## src/rtl/tile_scheduler_if.sv

```systemverilog
// tile_scheduler_if: handshake bundle between the tile scheduler and its
// environment (load/store buffers, systolic array, top-level control).
// The scheduler takes the master modport; the environment takes slave.
interface tile_scheduler_if #(
  parameter int IDX_W = 4
);
  logic             start;
  logic             busy;
  logic             done;
  logic [IDX_W-1:0] tile_i;
  logic [IDX_W-1:0] tile_j;
  logic [IDX_W-1:0] tile_k;
  logic             ld_req;
  logic             ld_ack;
  logic             sa_start;
  logic             sa_acc_clear;
  logic             sa_done;
  logic             st_req;
  logic             st_ack;
  logic [15:0]      cyc_cnt;

  modport master (
    input  start, ld_ack, sa_done, st_ack,
    output busy, done, tile_i, tile_j, tile_k, ld_req,
           sa_start, sa_acc_clear, st_req, cyc_cnt
  );

  modport slave (
    output start, ld_ack, sa_done, st_ack,
    input  busy, done, tile_i, tile_j, tile_k, ld_req,
           sa_start, sa_acc_clear, st_req, cyc_cnt
  );
endinterface

```

## src/rtl/tile_scheduler.sv

```systemverilog
// tile_scheduler: walks a blocked matrix product. For each output tile
// (i, j) it steps through reduction tiles k: load operands, pulse the
// systolic array, wait for completion; then it stores the output tile.
// Loop order is i outer, j middle, k inner.
// Optional feature: define TILE_SCHED_CYCLE_CNT_EN to build the saturating
// busy-cycle counter on cyc_cnt; otherwise cyc_cnt is tied to zero.
module tile_scheduler #(
  parameter int M_T   = 2,
  parameter int N_T   = 2,
  parameter int P_T   = 2,
  parameter int IDX_W = 4
) (
  input  logic              clk,
  input  logic              rst,
  tile_scheduler_if.master  bus
);

  typedef enum logic [2:0] {
    S_IDLE,
    S_LOAD,
    S_RUN,
    S_WAIT,
    S_STORE,
    S_DONE
  } state_t;

  localparam logic [IDX_W-1:0] I_LAST = IDX_W'(M_T - 1);
  localparam logic [IDX_W-1:0] J_LAST = IDX_W'(N_T - 1);
  localparam logic [IDX_W-1:0] K_LAST = IDX_W'(P_T - 1);
  localparam logic [IDX_W-1:0] IDX_ONE = IDX_W'(1);

  state_t           state;
  logic [IDX_W-1:0] i_q;
  logic [IDX_W-1:0] j_q;
  logic [IDX_W-1:0] k_q;
  logic             busy_q;
  logic             done_q;
  logic             ld_req_q;
  logic             sa_start_q;
  logic             sa_clr_q;
  logic             st_req_q;

  // Sequencer: state, tile indices and every handshake output are registered
  // together, so outputs depend only on flops and never on same-cycle inputs.
  always_ff @(posedge clk) begin
    if (rst) begin
      state      <= S_IDLE;
      i_q        <= '0;
      j_q        <= '0;
      k_q        <= '0;
      busy_q     <= 1'b0;
      done_q     <= 1'b0;
      ld_req_q   <= 1'b0;
      sa_start_q <= 1'b0;
      sa_clr_q   <= 1'b0;
      st_req_q   <= 1'b0;
    end else begin
      case (state)
        S_IDLE: begin
          if (bus.start) begin
            state    <= S_LOAD;
            i_q      <= '0;
            j_q      <= '0;
            k_q      <= '0;
            busy_q   <= 1'b1;
            ld_req_q <= 1'b1;
          end
        end
        S_LOAD: begin
          if (bus.ld_ack) begin
            state      <= S_RUN;
            ld_req_q   <= 1'b0;
            sa_start_q <= 1'b1;
            sa_clr_q   <= (k_q == '0);
          end
        end
        S_RUN: begin
          state      <= S_WAIT;
          sa_start_q <= 1'b0;
          sa_clr_q   <= 1'b0;
        end
        S_WAIT: begin
          if (bus.sa_done) begin
            if (k_q != K_LAST) begin
              k_q      <= k_q + IDX_ONE;
              state    <= S_LOAD;
              ld_req_q <= 1'b1;
            end else begin
              state    <= S_STORE;
              st_req_q <= 1'b1;
            end
          end
        end
        S_STORE: begin
          if (bus.st_ack) begin
            st_req_q <= 1'b0;
            k_q      <= '0;
            if (i_q == I_LAST && j_q == J_LAST) begin
              state  <= S_DONE;
              done_q <= 1'b1;
            end else begin
              if (j_q == J_LAST) begin
                j_q <= '0;
                i_q <= i_q + IDX_ONE;
              end else begin
                j_q <= j_q + IDX_ONE;
              end
              state    <= S_LOAD;
              ld_req_q <= 1'b1;
            end
          end
        end
        S_DONE: begin
          state  <= S_IDLE;
          done_q <= 1'b0;
          busy_q <= 1'b0;
        end
        default: begin
          state      <= S_IDLE;
          busy_q     <= 1'b0;
          done_q     <= 1'b0;
          ld_req_q   <= 1'b0;
          sa_start_q <= 1'b0;
          sa_clr_q   <= 1'b0;
          st_req_q   <= 1'b0;
        end
      endcase
    end
  end

  assign bus.busy         = busy_q;
  assign bus.done         = done_q;
  assign bus.ld_req       = ld_req_q;
  assign bus.sa_start     = sa_start_q;
  assign bus.sa_acc_clear = sa_clr_q;
  assign bus.st_req       = st_req_q;
  assign bus.tile_i       = i_q;
  assign bus.tile_j       = j_q;
  assign bus.tile_k       = k_q;

`ifdef TILE_SCHED_CYCLE_CNT_EN
  logic [15:0] cyc_cnt_q;

  // Busy-cycle counter: cleared on an accepted start, counts every busy
  // cycle, saturates at all-ones and holds while idle.
  always_ff @(posedge clk) begin
    if (rst) begin
      cyc_cnt_q <= '0;
    end else if (state == S_IDLE && bus.start) begin
      cyc_cnt_q <= '0;
    end else if (busy_q && cyc_cnt_q != 16'hFFFF) begin
      cyc_cnt_q <= cyc_cnt_q + 16'd1;
    end
  end

  assign bus.cyc_cnt = cyc_cnt_q;
`else
  assign bus.cyc_cnt = 16'd0;
`endif

endmodule

```

## src/flat_wrapper.sv

```systemverilog
// flat-port wrapper written by rule: the top's interface ports become plain ports
module tile_scheduler_flat 
#(
  parameter int M_T   = 2,
  parameter int N_T   = 2,
  parameter int P_T   = 2,
  parameter int IDX_W = 4
)
  (clk, rst, bus_start, bus_ld_ack, bus_sa_done, bus_st_ack, bus_busy, bus_done, bus_tile_i, bus_tile_j, bus_tile_k, bus_ld_req, bus_sa_start, bus_sa_acc_clear, bus_st_req, bus_cyc_cnt);
  tile_scheduler_if #(.IDX_W(IDX_W)) bus_i ();
  input  logic clk;
  input  logic rst;
  input wire logic [$bits(bus_i.start)-1:0] bus_start;
  input wire logic [$bits(bus_i.ld_ack)-1:0] bus_ld_ack;
  input wire logic [$bits(bus_i.sa_done)-1:0] bus_sa_done;
  input wire logic [$bits(bus_i.st_ack)-1:0] bus_st_ack;
  output wire logic [$bits(bus_i.busy)-1:0] bus_busy;
  output wire logic [$bits(bus_i.done)-1:0] bus_done;
  output wire logic [$bits(bus_i.tile_i)-1:0] bus_tile_i;
  output wire logic [$bits(bus_i.tile_j)-1:0] bus_tile_j;
  output wire logic [$bits(bus_i.tile_k)-1:0] bus_tile_k;
  output wire logic [$bits(bus_i.ld_req)-1:0] bus_ld_req;
  output wire logic [$bits(bus_i.sa_start)-1:0] bus_sa_start;
  output wire logic [$bits(bus_i.sa_acc_clear)-1:0] bus_sa_acc_clear;
  output wire logic [$bits(bus_i.st_req)-1:0] bus_st_req;
  output wire logic [$bits(bus_i.cyc_cnt)-1:0] bus_cyc_cnt;
  assign bus_i.start = bus_start;
  assign bus_i.ld_ack = bus_ld_ack;
  assign bus_i.sa_done = bus_sa_done;
  assign bus_i.st_ack = bus_st_ack;
  assign bus_busy = bus_i.busy;
  assign bus_done = bus_i.done;
  assign bus_tile_i = bus_i.tile_i;
  assign bus_tile_j = bus_i.tile_j;
  assign bus_tile_k = bus_i.tile_k;
  assign bus_ld_req = bus_i.ld_req;
  assign bus_sa_start = bus_i.sa_start;
  assign bus_sa_acc_clear = bus_i.sa_acc_clear;
  assign bus_st_req = bus_i.st_req;
  assign bus_cyc_cnt = bus_i.cyc_cnt;
  tile_scheduler #(.M_T(M_T), .N_T(N_T), .P_T(P_T), .IDX_W(IDX_W)) u_core (.clk(clk), .rst(rst), .bus(bus_i));
endmodule
```

## config.mk

```make
export PLATFORM = sky130hd
export DESIGN_NAME = tile_scheduler_flat
export DESIGN_NICKNAME = d
export VERILOG_FILES = /design/src/rtl/tile_scheduler_if.sv /design/src/rtl/tile_scheduler.sv /design/src/flat_wrapper.sv
export SDC_FILE = /design/constraint.sdc
export NUM_CORES = 1
export LEC_CHECK = 0
export ABC_AREA = 1
export CAP_MARGIN = 30
export CORE_UTILIZATION = 47
export CTS_CLUSTER_SIZE = 28
export DETAILED_ROUTE_END_ITERATION = 10
export PLACE_DENSITY = 0.79
export SETUP_SLACK_MARGIN = 0.15
export SYNTH_ARGS = -nofsm -noshare
export SYNTH_HDL_FRONTEND = slang
export SYNTH_SLANG_ARGS = --single-unit
export TNS_END_PERCENT = 30
```

## constraint.sdc

```tcl
create_clock -name clk -period 2.1 [get_ports clk]
set_input_delay 0.42 -clock clk [delete_from_list [all_inputs] [get_ports clk]]
set_output_delay 0.42 -clock clk [all_outputs]
set_load 0.05 [all_outputs]
```

# After elaboration in Yosys (flattened, before gate mapping)
# Cells that the tools add are included.
[word_totals] mem_bits_ro=0 ff_bits=21 mem_count=0 latch_bits=0 in_bits=6 mem_bits_rw=0
[classes] n_addsub=3 mux=39 n_eq_ne=17 order_cmp=0 n_bitwise=5 div_mod_pow=0 n_reduce_logical=19 shifts=0 mul=0
[op_table] operator="$mux W4" n=10
[op_table] operator="$mux W3" n=6
[op_table] operator="$pmux W4 S2" n=2
[op_table] operator="$reduce_or A4 Y1" n=4
[op_table] operator="$pmux W3 S5" n=1
[op_table] operator="$mux W1" n=13
[op_table] operator="$add A4 B1 Y4 const B" n=3
[op_table] operator="$ne A2 B2 Y1 const B" n=6
[op_table] operator="$pmux W4 S3" n=1
[op_table] operator="$reduce_and A4 Y1" n=3
[op_table] operator="$reduce_and A5 Y1" n=2
[op_table] operator="$eq A4 B1 Y1 const B" n=2
[op_table] operator="$pmux W1 S2" n=4
[op_table] operator="$reduce_and A7 Y1" n=1
[op_table] operator="$eq A3 B2 Y1 const B" n=2
[op_table] operator="$eq A3 B3 Y1 const B" n=2
[op_table] operator="$ne A2 B1 Y1 const B" n=3
[op_table] operator="$not A1 Y1" n=5
[op_table] operator="$pmux W1 S5" n=1
[op_table] operator="$logic_not A4 Y1" n=1
[op_table] operator="$ne A4 B1 Y1 const B" n=1
[op_table] operator="$reduce_and A2 Y1" n=2
[op_table] operator="$eq A3 B1 Y1 const B" n=1
[op_table] operator="$logic_not A3 Y1" n=1
[op_table] operator="6 further kinds" n=6

# Longest topological paths before layout
[depth] ltp_word=5 depth_mapped=11 depth_no_buf=11

# Worst setup path before layout
# OpenSTA, ideal clock, no wires.
[synth_path] kind="register -> register" from="register u_core.i_q[0], in the netlist u_core.bus.tile_i[0]" to="register u_core.j_q[3], in the netlist u_core.bus.tile_j[3]" stages_incl_launch_ff=11 synth_period_minus_slack_ns=1.844 setup_time_ns=0.128 arrival_time_ns=1.716 setup_slack_ns=0.256 path_buffers=0 cell_sequence="dfxtp_1 ha_1 inv_1 nor3_1 nand2_1 nor2_2 nor2_1 nand2_2 nand2_1 nand2_1 nor2_1"
[synth_between] elab_chain_cells=4
[synth_lines] item="start, declared" line="tile_scheduler.sv:33" source="logic [IDX_W-1:0] i_q;"
[synth_lines] item="start signal, assigned" line="tile_scheduler.sv:104" source="i_q <= i_q + IDX_ONE;"
[synth_lines] item="$eq A4 B1 Y1" line="tile_scheduler.sv:98" source="if (i_q == I_LAST && j_q == J_LAST) begin"
[synth_lines] item="$logic_and A1 B1 Y1" line="tile_scheduler.sv:98"
[synth_lines] item="$ne A2 B2 Y1 (no source line)"
[synth_lines] item="$reduce_and A4 Y1 (no source line)"
[synth_lines] item="end signal, assigned" line="tile_scheduler.sv:106" source="j_q <= j_q + IDX_ONE;"
[synth_lines] item="end, declared" line="tile_scheduler.sv:34" source="logic [IDX_W-1:0] j_q;"
# No other way between the ends.
# A chain may end at the register's enable or synchronous reset.

# Final worst setup path
[layout_path] from="register u_core.k_q[2], in the netlist u_core.bus.tile_k[2]" to="output bus_tile_k[2]"
[layout_rtl] item="start, declared" line="tile_scheduler.sv:35" source="logic [IDX_W-1:0] k_q;"
[layout_rtl] item="start signal, assigned" line="tile_scheduler.sv:85" source="k_q <= k_q + IDX_ONE;"
[layout_rtl] item="end, declared" line="flat_wrapper.sv:21" source="output wire logic [$bits(bus_i.tile_k)-1:0] bus_tile_k;"
# No word-level cell between the ends.

==> flow_metrics.env <==
export IMPL_synthCells=209
export IMPL_ys_seq_elements=21
export IMPL_dr_pass1_iters=4
export IMPL_reg2reg_depth=10
export IMPL_gp_congestion=0.866
export IMPL_cts_sinks=21
export IMPL_synth_enable_flop_cells=0
export IMPL_layout_nets=247
export IMPL_die_w_um=56.7
export IMPL_min_period_over_period_pct=94.9
export IMPL_rows=19
export IMPL_drc=0
export IMPL_yosysWarnings=0
export IMPL_fin_crit_ns=1.99
export IMPL_finalHoldViolCount=0
export IMPL_worst_setup_path_end_kind="primary output"
export IMPL_power_density_nw_per_um2=636
export IMPL_cts_root_buf="clkbuf_4"
export IMPL_r2r_start="u_core.bus.tile_i[0]$_SDFFE_PP0P_"
export IMPL_htree_levels=1
export IMPL_via_per_inst=5.00
export IMPL_port_buffers=23
export IMPL_numCtsBuffers=3
export IMPL_grt_setup_unrepaired="yes"
export IMPL_drt_initial_drc_count=38
export IMPL_diodes=0
export IMPL_worst_path_max_delay_cell="clkdlybuf4s50_1"
export IMPL_cp_buffers_inverters=1
export IMPL_ys_async_sr_fraction_pct=0
export IMPL_r2r_end="u_core.bus.tile_j[0]$_SDFFE_PP0P_"
export IMPL_cts_tree="yes"
export IMPL_vias=1319
export IMPL_pin_count=40
export IMPL_drive_above_1_share_pct=11.2
export IMPL_clk_pin_slew_ns=0.13
export IMPL_hpwlAfterDp_um=2200
export IMPL_grt_pass1_vias=1185
export IMPL_antenna_found_initial=0
export IMPL_grt_pass1_wl_um=4780
export IMPL_leakage_nw=0.751
export IMPL_cp_top_family="buffers and inverters"
export IMPL_status="completed"
export IMPL_path_depth=1
export IMPL_clk_latency_ns=0.31
export IMPL_critPathMaxFanout=5
export IMPL_wl_um=2910
export IMPL_criticalPathCategory="reg -> out"
export IMPL_dieArea_um2=3210
export IMPL_syn_area_per_cell_um2=6.72
export IMPL_synth_cell_types=27
export IMPL_coreArea_um2=2780
export IMPL_die_h_um=56.7
export IMPL_place_inst=260
export IMPL_finClkSkew_ns=0.00273
export IMPL_grt_usage_pct=18.7
export IMPL_setup_viol=0
export IMPL_syn_area_um2=1400
export IMPL_clock_path_buffers=2
export IMPL_max_stage_delay_ns=0.83
export IMPL_startpoint="u_core.bus.tile_k[2]$_SDFFE_PP0P_"
export IMPL_ir_drop_uv=498
export IMPL_synth_ff_type="dfxtp_1"
export IMPL_ff2ff_setup_slack_ns=0.43
export IMPL_slew_violations=0
export IMPL_cp_endpoint="bus_tile_k[2]"
export IMPL_grt_max_degree=12
export IMPL_fillers=271
export IMPL_cp_cell_sequence="clkdlybuf4s50_1"
export IMPL_fin_area_um2=1630
export IMPL_syn2layout_area_growth_pct=16.4
export IMPL_hp_class="reg -> reg"
export IMPL_ant_nets=0
export IMPL_place_area_um2=1610
export IMPL_floorplan_initialDensity_pct=50.5
export IMPL_fmax_mhz=502
export IMPL_cp_required_ns=1.68
export IMPL_avgRoutedWirePerCell_um=11.0
export IMPL_gr_total_overflow=0
export IMPL_cp_arrival_ns=1.57
export IMPL_start_kind="flop"
export IMPL_drv_cap=0
export IMPL_cts_setup_buffers=0
export IMPL_ys_seq_area_share_pct=29.9
export IMPL_setup_tns_ns=0
export IMPL_stdcell_count=264
-- how the worst min path moves through the flow --
stage                                         startpoint                                   end  cells past startpoint  slack, ns
CTS                 u_core.bus.sa_acc_clear$_SDFFE_PP0P_  u_core.bus.sa_acc_clear$_SDFFE_PP0P_                      2       0.48
detailed placement  u_core.bus.sa_acc_clear$_SDFFE_PP0P_  u_core.bus.sa_acc_clear$_SDFFE_PP0P_                      2       0.46
floorplan                                      bus_start          u_core.bus.busy$_SDFFE_PP0P_                      2       0.56
global route        u_core.bus.sa_acc_clear$_SDFFE_PP0P_  u_core.bus.sa_acc_clear$_SDFFE_PP0P_                      2       0.51
global placement    u_core.bus.sa_acc_clear$_SDFFE_PP0P_  u_core.bus.sa_acc_clear$_SDFFE_PP0P_                      2       0.46
finish              u_core.bus.sa_acc_clear$_SDFFE_PP0P_  u_core.bus.sa_acc_clear$_SDFFE_PP0P_                      2       0.47
-- per-stage QoR --
step                      worst slack [ns]  power [W]  util [%]  hold slack [ns]
after global routing                0.0663    0.00109      58.7            0.509
after CTS                           0.0979    0.00104      58.6            0.476
final                                0.107    0.00104      58.7            0.474
after detailed placement             0.368   0.000839      57.8            0.456
after floorplan                      0.256   0.000776         -            0.563
after global placement               0.403   0.000836      57.8            0.455
-- cell usage in the layout, fill, tap and decap left out --
cell,synthesis,routed
xor2_1,1,1
dfxtp_1,21,21
nand4_1,5,5
inv_2,5,5
clkbuf_4,0,3
xnor2_1,2,2
o21ai_0,5,5
o21ai_1,4,4
nor2_4,1,1
clkbuf_1,1,1
dlymetal6s2s_1,0,2
nand3_1,17,17
dlygate4sd2_1,0,3
nor3_4,1,1
or2_2,1,1
a31oi_1,1,1
clkdlybuf4s50_1,0,18
nor3_1,4,4
nand2_2,6,6
nand3_2,1,1
nand3b_1,2,2
nor2_2,6,6
inv_1,14,14
buf_4,16,2
conb_1,1,16
ha_1,7,7
a21oi_1,16,16
nand2_1,39,39
nor2_1,29,29
-- area by class of cell --
type / instances / area [um^2] / area share, %
clock buffer: 4 / 26.3 / 1.61
inverter: 19 / 71.3 / 4.36
sequential: 21 / 420 / 25.7
timing repair buffer: 25 / 246 / 15.1
tap: 31 / 38.8 / 2.37
multi-input combinational: 164 / 831 / 50.8
-- cell families (layout without fill, tap and decap cells) --
family	count (synthesis)	after routing	synth area share (%)
AND/OR/NAND/NOR	112	112	37.4
buffers and inverters	39	48	14.9
AO/OA/AOI/OAI	26	26	9.36
flip-flops	21	21	29.9
adder cells (fa/ha/maj)	7	7	6.24
XOR/XNOR	3	3	1.87
other	1	16	0.267
-- metal layers --
layer | vias to the layer above | global-route usage [%] | wire, um
li1 | 689 | - | -
met2 | 30 | 31.1 | 1420
met1 | 595 | 23.7 | 1320
met5 | - | 0 | 0
met3 | 5 | 3.00 | 119
met4 | 0 | 8.36 | 41
-- where the power goes --
group / total (W) / internal (W) / switching (W)
logic: 0.000376 / 0.000106 / 0.000270
registers: 0.000456 / 0.000424 / 0.0000313
clock network: 0.000208 / 0.0000743 / 0.000134
-- sequential cells by signal, indices dropped and copies added, names as in the netlist --
register	cells
u_core.bus.sa_acc_clear	1
u_core.bus.tile_i	4
u_core.bus.sa_start	1
u_core.bus.ld_req	1
u_core.bus.tile_k	4
u_core.state	3
u_core.bus.st_req	1
u_core.bus.tile_j	4
u_core.bus.busy	1
u_core.bus.done	1
-- synth_stat cells (2+ instances only) --
cell | n | area share, %
nand4_1 | 5 | 2.2
a21oi_1 | 16 | 5.7
inv_2 | 5 | 1.3
nor3_1 | 4 | 1.4
o21ai_0 | 5 | 1.8
nand2_2 | 6 | 2.7
nand3_1 | 17 | 6.1
buf_2 | 2 | 0.71
xnor2_1 | 2 | 1.2
inv_1 | 14 | 3.7
buf_4 | 16 | 8.6
nor2_2 | 6 | 2.7
o21ai_1 | 4 | 1.4
dfxtp_1 | 21 | 30
ha_1 | 7 | 6.2
nand3b_1 | 2 | 1.1
nor2_1 | 29 | 7.8
nand2_1 | 39 | 10
-- repair_timing --
action                     4_1_cts  5_1_grt
hold buffers                     0        0
gates resized for setup          3        2
setup endpoints to repair       11        8
Note: power is estimated with default switching activity, not from simulation.
